===== src/rtl/iq_dispatch_if.sv =====
// Bundle between the instruction queue / dispatch stage, the instruction memory and the
// reservation stations. master = iq_dispatch, slave = memory + stations + redirect source.
interface iq_dispatch_if #(
    parameter int DEPTH  = 8,
    parameter int DATA_W = 32,
    parameter int PC_W   = 4,
    parameter int NUM_RS = 2
);
    localparam int CNT_W = $clog2(DEPTH) + 1;

    logic              imem_req;
    logic [PC_W-1:0]   imem_addr;
    logic [DATA_W-1:0] imem_data;
    logic              flush;
    logic [PC_W-1:0]   redirect_pc;
    logic [NUM_RS-1:0] rs_free;
    logic              dispatch_valid;
    logic [NUM_RS-1:0] dispatch_rs;
    logic [DATA_W-1:0] dispatch_instr;
    logic [PC_W-1:0]   dispatch_pc;
    logic              illegal_op;
    logic [CNT_W-1:0]  iq_count;
    logic              iq_full;
    logic              iq_empty;

    modport master (
        output imem_req, imem_addr, dispatch_valid, dispatch_rs, dispatch_instr,
               dispatch_pc, illegal_op, iq_count, iq_full, iq_empty,
        input  imem_data, flush, redirect_pc, rs_free
    );

    modport slave (
        input  imem_req, imem_addr, dispatch_valid, dispatch_rs, dispatch_instr,
               dispatch_pc, illegal_op, iq_count, iq_full, iq_empty,
        output imem_data, flush, redirect_pc, rs_free
    );
endinterface


===== src/rtl/iq_dispatch.sv =====
// Instruction queue + in-order dispatch for the Tomasulo front end.
// Optional IQ_BYPASS_EN: dispatch a returning instruction straight from imem_data when the queue is empty.
module iq_dispatch #(
    parameter int DEPTH  = 8,
    parameter int DATA_W = 32,
    parameter int PC_W   = 4,
    parameter int NUM_RS = 2
) (
    input  logic          clk,
    input  logic          rst_n,
    iq_dispatch_if.master bus
);
    localparam int PTR_W  = $clog2(DEPTH);
    localparam int CNT_W  = PTR_W + 1;
    localparam int CLS_W  = $clog2(NUM_RS);
    localparam int RS_PAD = 1 << CLS_W;
    localparam logic [CLS_W:0]   NUM_RS_L = (CLS_W + 1)'(NUM_RS);
    localparam logic [CNT_W-1:0] DEPTH_L  = CNT_W'(DEPTH);

    typedef struct packed {
        logic [DATA_W-1:0] instr;
        logic [PC_W-1:0]   pc;
    } entry_t;

    entry_t           mem [DEPTH];
    logic [PTR_W-1:0] head, tail;
    logic [CNT_W-1:0] count;
    logic [PC_W-1:0]  pc, ret_pc, imem_addr_q;
    logic             imem_req_q, inflight, kill;

    entry_t            head_e, ret_e, disp_e;
    logic [CLS_W-1:0]  head_cls, disp_cls;
    logic [RS_PAD-1:0] rs_free_pad;
    logic              q_has, head_legal, ret_live;
    logic              pop_disp, pop_ill, pop, push, bypass, disp_valid;
    logic [CNT_W:0]    demand;
    logic              fetch_ok;

    assign head_e      = mem[head];
    assign ret_e       = '{instr: bus.imem_data, pc: ret_pc};
    assign rs_free_pad = RS_PAD'(bus.rs_free);
    assign head_cls    = head_e.instr[DATA_W-1 -: CLS_W];
    assign head_legal  = {1'b0, head_cls} < NUM_RS_L;
    assign q_has       = (count != '0);
    assign ret_live    = inflight & ~kill & ~bus.flush;

    // Flush suppresses every pop; a stalled head blocks all younger entries.
    assign pop_disp = ~bus.flush & q_has & head_legal & rs_free_pad[head_cls];
    assign pop_ill  = ~bus.flush & q_has & ~head_legal;
    assign pop      = pop_disp | pop_ill;

`ifdef IQ_BYPASS_EN
    logic [CLS_W-1:0] ret_cls;
    assign ret_cls = bus.imem_data[DATA_W-1 -: CLS_W];
    assign bypass  = ret_live & ~q_has & ({1'b0, ret_cls} < NUM_RS_L) & rs_free_pad[ret_cls];
`else
    assign bypass  = 1'b0;
`endif

    assign push       = ret_live & ~bypass;
    assign disp_valid = pop_disp | bypass;

    // NOTE: every signal written in always_comb gets a default first, so no path can infer a latch.
    always_comb begin
        disp_e   = head_e;
        disp_cls = head_cls;
        if (bypass) begin
            disp_e   = ret_e;
            disp_cls = ret_e.instr[DATA_W-1 -: CLS_W];
        end
    end

    // Conservative room check: entries held + return arriving now + request outstanding.
    assign demand   = {1'b0, count} + {{CNT_W{1'b0}}, inflight & ~kill} + {{CNT_W{1'b0}}, imem_req_q};
    assign fetch_ok = demand < {1'b0, DEPTH_L};

    // NOTE: sequential state uses non-blocking assignments so every flop samples pre-edge values.
    always_ff @(posedge clk or negedge rst_n) begin
        if (!rst_n) begin
            head        <= '0;
            tail        <= '0;
            count       <= '0;
            pc          <= '0;
            ret_pc      <= '0;
            imem_req_q  <= 1'b0;
            imem_addr_q <= '0;
            inflight    <= 1'b0;
            kill        <= 1'b0;
        end else begin
            inflight <= imem_req_q;
            ret_pc   <= imem_addr_q;
            kill     <= bus.flush;
            if (bus.flush) begin
                head        <= '0;
                tail        <= '0;
                count       <= '0;
                imem_req_q  <= 1'b1;
                imem_addr_q <= bus.redirect_pc;
                pc          <= bus.redirect_pc + 1'b1;
            end else begin
                imem_req_q <= fetch_ok;
                if (fetch_ok) begin
                    imem_addr_q <= pc;
                    pc          <= pc + 1'b1;
                end
                if (push) tail <= tail + 1'b1;
                if (pop)  head <= head + 1'b1;
                case ({push, pop})
                    2'b10:   count <= count + 1'b1;
                    2'b01:   count <= count - 1'b1;
                    default: count <= count;
                endcase
            end
        end
    end

    // NOTE: queue storage is not reset; head, tail and count decide which entries are meaningful.
    always_ff @(posedge clk) begin
        if (push) mem[tail] <= ret_e;
    end

    assign bus.imem_req       = imem_req_q;
    assign bus.imem_addr      = imem_addr_q;
    assign bus.dispatch_valid = disp_valid;
    assign bus.dispatch_rs    = disp_valid ? (NUM_RS'(1) << disp_cls) : '0;
    assign bus.dispatch_instr = disp_valid ? disp_e.instr : '0;
    assign bus.dispatch_pc    = disp_valid ? disp_e.pc : '0;
    assign bus.illegal_op     = pop_ill;
    assign bus.iq_count       = count;
    assign bus.iq_full        = (count == DEPTH_L);
    assign bus.iq_empty       = ~q_has;
endmodule

===== src/flat_wrapper.sv =====
// flat-port wrapper written by rule: the top's interface ports become plain ports
module iq_dispatch_flat 
#(
    parameter int DEPTH  = 8,
    parameter int DATA_W = 32,
    parameter int PC_W   = 4,
    parameter int NUM_RS = 2
)
  (clk, rst_n, bus_imem_req, bus_imem_addr, bus_dispatch_valid, bus_dispatch_rs, bus_dispatch_instr, bus_dispatch_pc, bus_illegal_op, bus_iq_count, bus_iq_full, bus_iq_empty, bus_imem_data, bus_flush, bus_redirect_pc, bus_rs_free);
  iq_dispatch_if #(.DEPTH(DEPTH), .DATA_W(DATA_W), .PC_W(PC_W), .NUM_RS(NUM_RS)) bus_i ();
  input  logic clk;
  input  logic rst_n;
  output wire logic [$bits(bus_i.imem_req)-1:0] bus_imem_req;
  output wire logic [$bits(bus_i.imem_addr)-1:0] bus_imem_addr;
  output wire logic [$bits(bus_i.dispatch_valid)-1:0] bus_dispatch_valid;
  output wire logic [$bits(bus_i.dispatch_rs)-1:0] bus_dispatch_rs;
  output wire logic [$bits(bus_i.dispatch_instr)-1:0] bus_dispatch_instr;
  output wire logic [$bits(bus_i.dispatch_pc)-1:0] bus_dispatch_pc;
  output wire logic [$bits(bus_i.illegal_op)-1:0] bus_illegal_op;
  output wire logic [$bits(bus_i.iq_count)-1:0] bus_iq_count;
  output wire logic [$bits(bus_i.iq_full)-1:0] bus_iq_full;
  output wire logic [$bits(bus_i.iq_empty)-1:0] bus_iq_empty;
  input wire logic [$bits(bus_i.imem_data)-1:0] bus_imem_data;
  input wire logic [$bits(bus_i.flush)-1:0] bus_flush;
  input wire logic [$bits(bus_i.redirect_pc)-1:0] bus_redirect_pc;
  input wire logic [$bits(bus_i.rs_free)-1:0] bus_rs_free;
  assign bus_imem_req = bus_i.imem_req;
  assign bus_imem_addr = bus_i.imem_addr;
  assign bus_dispatch_valid = bus_i.dispatch_valid;
  assign bus_dispatch_rs = bus_i.dispatch_rs;
  assign bus_dispatch_instr = bus_i.dispatch_instr;
  assign bus_dispatch_pc = bus_i.dispatch_pc;
  assign bus_illegal_op = bus_i.illegal_op;
  assign bus_iq_count = bus_i.iq_count;
  assign bus_iq_full = bus_i.iq_full;
  assign bus_iq_empty = bus_i.iq_empty;
  assign bus_i.imem_data = bus_imem_data;
  assign bus_i.flush = bus_flush;
  assign bus_i.redirect_pc = bus_redirect_pc;
  assign bus_i.rs_free = bus_rs_free;
  iq_dispatch #(.DEPTH(DEPTH), .DATA_W(DATA_W), .PC_W(PC_W), .NUM_RS(NUM_RS)) u_core (.clk(clk), .rst_n(rst_n), .bus(bus_i));
endmodule

===== config.mk =====
export PLATFORM = sky130hd
export DESIGN_NAME = iq_dispatch_flat
export DESIGN_NICKNAME = d
export VERILOG_FILES = /design/src/rtl/iq_dispatch_if.sv /design/src/rtl/iq_dispatch.sv /design/src/flat_wrapper.sv
export SDC_FILE = /design/constraint.sdc
export NUM_CORES = 1
export LEC_CHECK = 0
export ABC_AREA = 1
export BUFFER_PORTS_ARGS = -buffer_cell sky130_fd_sc_hd__buf_2
export CORE_ASPECT_RATIO = 1.5
export CORE_MARGIN = 2
export CORE_UTILIZATION = 55
export DETAILED_ROUTE_END_ITERATION = 8
export GPL_ROUTABILITY_DRIVEN = 0
export GPL_TIMING_DRIVEN = 0
export PLACE_DENSITY = 0.74
export SYNTH_ARGS = -nofsm -noshare
export SYNTH_HDL_FRONTEND = slang
export SYNTH_SLANG_ARGS = --single-unit

===== constraint.sdc =====
create_clock -name clk -period 6.7 [get_ports clk]
set_clock_uncertainty 0.05 [all_clocks]
set_input_delay 1.005 -clock clk [delete_from_list [all_inputs] [get_ports clk]]
set_output_delay 1.005 -clock clk [all_outputs]
set_load 0.02 [all_outputs]

# After elaboration in Yosys (flattened, before gate mapping)
# Memory sizes are Yosys's and may differ from the RTL's.
# Index checks and enable logic that the tools add are counted.
# totals
ff_bits,25
mem_bits_rw,288
in_bits,41
output_inout_bits,51
word_cells,54
memories,1
# mem_list
name,depth,width,rd,rd_ports_with_merged_regs,write_ports,line,text
u_core.mem,8,36,1,0,1,iq_dispatch.sv:25,entry_t mem [DEPTH];
# classes
n_addsub,8
n_lt_le_gt_ge,2
n_eq_ne,3
shifts,1
mux,18
bitwise_logic,7
reduce_logical,5
# op_table
op,count
$mux W32,1
$mux W4,6
$add A4 B1 Y4 const B,3
$mux W3,4
$pmux W4 S2,1
$add A3 B1 Y3 const B,2
$reduce_bool A2 Y1,3
$add A4 B1 Y5,1
$add A5 B1 Y5,1
$lt A5 B4 Y1 const B,1
$mux W1,5
$and A1 B1 Y1,4
$eq A4 B4 Y1 const B,1
$reduce_bool A4 Y1,1
$sub A4 B1 Y4 const B,1
$not A1 Y1,3
$reduce_bool A3 Y1,1
$eq A2 B1 Y1 const B,1
$eq A2 B2 Y1 const B,1
$lt A1 B2 Y1 const B,1
$mux W2,1
$shl A1 B1 Y2 const A,1

# Logic depth before layout (Yosys ltp)
# logic_depth
ltp_word,7
depth_mapped,19
mapped_depth_nobuf,17

# Worst setup path after synthesis
# OpenSTA, ideal clock, no wires.
# synth_path
kind,input -> register
startpoint,input bus_flush
endpoint,"memory u_core.mem[0][0] (netlist name), enable pin"
arrival_time_ps,3022
required_time_ps,6221
path_slack_ps,3199
path_stages,4
path_buffers,1
path_cell_list,buf_2 > nor2_1 > nand2_1 > nor2_1
# synth_between
elab_chain_len,4
# synth_rtl
item,line,text
from (decl),flat_wrapper.sv:24,input wire logic [$bits(bus_i.flush)-1:0] bus_flush;
$not A1 Y1,iq_dispatch.sv:45,assign ret_live = inflight & ~kill & ~bus.flush;
$and A1 B1 Y1,iq_dispatch.sv:45,
$mux W1,iq_dispatch.sv:119,if (push) mem[tail] <= ret_e;
$mux W1 (implied by the code),iq_dispatch.sv:119,
to (decl),iq_dispatch.sv:25,
# Every way passes these cells.

# Final worst setup path
# layout_path
startpoint,register u_core.head[0]
endpoint,output bus_dispatch_pc[3]
# layout_between
elab_chain_len,5
# layout_rtl
item,line,text
from (decl),iq_dispatch.sv:26,"logic [PTR_W-1:0] head, tail;"
from (signal assigned),iq_dispatch.sv:107,if (pop) head <= head + 1'b1;
$mem_v2 Z8 W36 (*),n/a,
$mux W1 (implied by the code) (2 in a row),iq_dispatch.sv:48,assign pop_disp = ~bus.flush & q_has & head_legal & rs_free_pad[head_cls];
$and A1 B1 Y1,iq_dispatch.sv:48,
$mux W4 (*),iq_dispatch.sv:127,assign bus.dispatch_pc = disp_valid ? disp_e.pc : '0;
to (decl),flat_wrapper.sv:18,output wire logic [$bits(bus_i.dispatch_pc)-1:0] bus_dispatch_pc;
# Mark *: on every way between the ends. The rest lies on a longest branch, timed or not. The select of a mux whose other input is x is not followed.

==> results.sh <==
export IMPL_setup_tns_ns=0
export IMPL_worstMarginPinSlew_ns=0.8205
export IMPL_maxSlewViolCount=0
export IMPL_ios=92
export IMPL_synth_seq_area_share=0.7320
export IMPL_yosysMostFrequentCell="edfxtp_1"
export IMPL_crit_arrival_ns=2.83
export IMPL_total_power_mw=5.242
export IMPL_die_h_um=189.9
export IMPL_cts_sinks=313
export IMPL_cp_cell_sequence="buf_4 > buf_2 > clkbuf_1 > nand2_1 > a22oi_1 > nor2_1 > a211oi_1 > buf_2"
export IMPL_core_area_um2=22800
export IMPL_route_detailed_drc=0
export IMPL_synth_xor_area_frac=0.001383
export IMPL_initial_core_util=0.5556
export IMPL_cpMaxStageDelayCell="clkbuf_1"
export IMPL_crit_fanout=10
export IMPL_yosys_area_share_simple=0.09511
export IMPL_async_reset_ff_frac=0.07987
export IMPL_synth_compound_area_share=0.1309
export IMPL_drv_cap=0
export IMPL_post_dp_cell_area_um2=13700
export IMPL_place_ws_ns=3.131
export IMPL_port_buffers=90
export IMPL_cts_resized=0
export IMPL_max_stage_delay_ns=0.55
export IMPL_postCtsHoldBufs=0
export IMPL_ys_ff_latch=313
export IMPL_die_x_um=127.9
export IMPL_endpoint_kind="output port"
export IMPL_nets=1126
export IMPL_grt_use_total=0.2463
export IMPL_clock_root_buffer="clkbuf_16"
export IMPL_first_global_vias=8214
export IMPL_grt_max_degree=26
export IMPL_power_density_nw_per_um2=359.1
export IMPL_dpl_hpwl_um=18780
export IMPL_slew_headroom=0.4530
export IMPL_outcome="finished, final reports clean"
export IMPL_netlist_instances=952
export IMPL_cts_tree="yes"
export IMPL_ir_drop_mv=0.2844
export IMPL_muxShareOfSynthArea=0.0007901
export IMPL_clk_latency_ns=0.54
export IMPL_synth_area_leader_cell="edfxtp_1"
export IMPL_crit_type="flip-flop to output port"
export IMPL_die_area_um2=24290
export IMPL_path_common_cell="buf_2"
export IMPL_synthesis_nets=999
export IMPL_multiInputGateArea_um2=3029
export IMPL_seqCellArea_um2=9274
export IMPL_vias=8264
export IMPL_worstHoldPathType="flip-flop to flip-flop"
export IMPL_final_cell_count_no_fill=1380
export IMPL_first_pass_iters=5
export IMPL_avgSynthCellArea_um2=13.31
export IMPL_routed_via_density=5.988
export IMPL_grt_overflow_total=0
export IMPL_antenna_found_initial=0
export IMPL_rsz0062_at_grt="no"
export IMPL_cp_start_kind="flip-flop"
export IMPL_drt_initial_drc_count=806
export IMPL_fin_crit_sh=0.5793
export IMPL_clk_pin_slew_worst_paths_ns=0.06
export IMPL_setup_violations=0
export IMPL_drive_gt1_frac=0.1918
export IMPL_synth_top_flop_cell="edfxtp_1"
export IMPL_ys_top_cells_by_area="edfxtp_1 (68%), nand2_1 (6.8%), dfrtp_1 (4.9%)"
export IMPL_fin_hold_ws_ns=0.3587
export IMPL_worst_ep_required_time_ns=5.64
export IMPL_yosys_warnings=0
export IMPL_final_area_um2=14600
export IMPL_area_growth_pct=15.23
export IMPL_h_tree_depth=1
export IMPL_wire_per_inst_um=21.43
export IMPL_max_freq_ghz=0.2576
export IMPL_drt_wl_total_um=29580
export IMPL_placedCellCount=1330
export IMPL_num_rows=68
export IMPL_leakagePower_nw=5.438
export IMPL_clock_path_buffers=3
export IMPL_fillers=1659
export IMPL_hold_viol_final=0
export IMPL_ant_nets=0
export IMPL_cts_buffers=27
export IMPL_cts_setup_buffers=0
export IMPL_finalCriticalPeriod_ns=3.881
export IMPL_worst_slack_ns=2.819
export IMPL_final_util=0.6402
export IMPL_ys_types=36
export IMPL_syn_cell_area_um2=12670
export IMPL_synth_edff_count=288
export IMPL_synth_common_cells="edfxtp_1 (288), nand2_1 (228), a21oi_1 (108)"
export IMPL_synth_top_family_by_area="compound AO/OA/AOI/OAI gates"
export IMPL_grt_pass1_wl_um=45270
export IMPL_synth_adder_area_share=0.005926
export IMPL_synth_top_area_share=0.6827
export IMPL_diodes=0
[cells by family after synthesis]
| logic type | after synthesis |
|---|---|
| and+or+nand+nor | 302 |
| other | 1 |
| muxes | 1 |
| buffers and inverters | 96 |
| xor gates and xnor gates | 2 |
| AOI/OAI and AO/OA | 231 |
| adders and majority gates | 6 |
| DFF | 313 |
[worst paths after layout]
kind | from | endpoint | slack [ns] | depth (start not counted)
max | u_core.head[0]$_DFFE_PN0P_ | bus_dispatch_pc[3] | 2.82 | 8
min | u_core.bus.imem_addr[2]$_DFFE_PN0P_ | u_core.ret_pc[2]$_DFF_PN0_ | 0.36 | 0
max reg2reg | u_core.kill$_DFF_PN0_ | u_core.mem[3][23]$_DFFE_PP_ | 4.25 | 6
min reg2reg | u_core.bus.imem_addr[2]$_DFFE_PN0P_ | u_core.ret_pc[2]$_DFF_PN0_ | 0.36 | 0
max in group asynchronous | rst_n | u_core.pc[2]$_DFFE_PN0P_ | 5.79 | 1
min in group asynchronous | rst_n | u_core.bus.iq_count[1]$_DFFE_PN0P_ | 0.42 | 1
[metal layers]
metal	GRT usage	up-vias	wire (um)
li1	-	3747	-
met1	0.3007	4019	10750
met2	0.4397	425	15660
met3	0.03543	73	2170
met4	0.09890	0	1003
met5	0	-	0
[state kept, by name, summed over array words and instances, names as in the netlist]
name,cells
u_core.bus.imem_req,1
u_core.mem,288
u_core.kill,1
u_core.pc,4
u_core.tail,3
u_core.inflight,1
u_core.ret_pc,4
u_core.bus.iq_count,4
u_core.bus.imem_addr,4
u_core.head,3
[layout by cell type (no fill, tap or decap), types with 3 or more instances in the layout]
cell type  synthesis  layout
buf_6              5       5
clkbuf_16          0      28
buf_12             0       6
clkbuf_8           0       4
inv_2              5       5
nor2_1            50      42
inv_1             27      27
clkinv_1           1       7
a21oi_1          108     108
nand3_1           10      10
nand2_1          228     228
buf_1              3       3
dfrtp_1           25      25
nor2_4             0       8
a22oi_1           35      35
nand2_2            3       3
edfxtp_1         288     288
a211oi_2          29      29
buf_4              3       3
a32o_1            35      35
ha_1               6       6
o21ai_1            5       5
clkinv_2           0       6
o21ai_0           10      10
buf_2             13     103
clkbuf_1          39      41
nand3_2            3       3
a211oi_1           6       6
[cell type report]
type	count	area share
clock inverters	16	0.008914
well taps	280	0.02400
flip-flops and latches	313	0.6353
clock buffers	34	0.05228
multi-input cells	543	0.2075
repair buffers	98	0.04286
inverters	33	0.008485
plain buffers	63	0.02066
[report_power, final]
part | internal [mW] | leakage (nW) | switching (mW)
Sequential | 2.26 | 2.91 | 0.0720
Clock | 0.882 | 0.446 | 0.657
Combinational | 0.432 | 2.08 | 0.938
[worst max-delay path: cells and delay by family (launching register included)]
kind / cells / cell delay (ns)
compound gates: 2 / 0.55
buf+inv: 4 / 1.21
flops: 1 / 0.36
simple gates: 2 / 0.18
No activity file was read; power rests on OpenSTA's default activity.
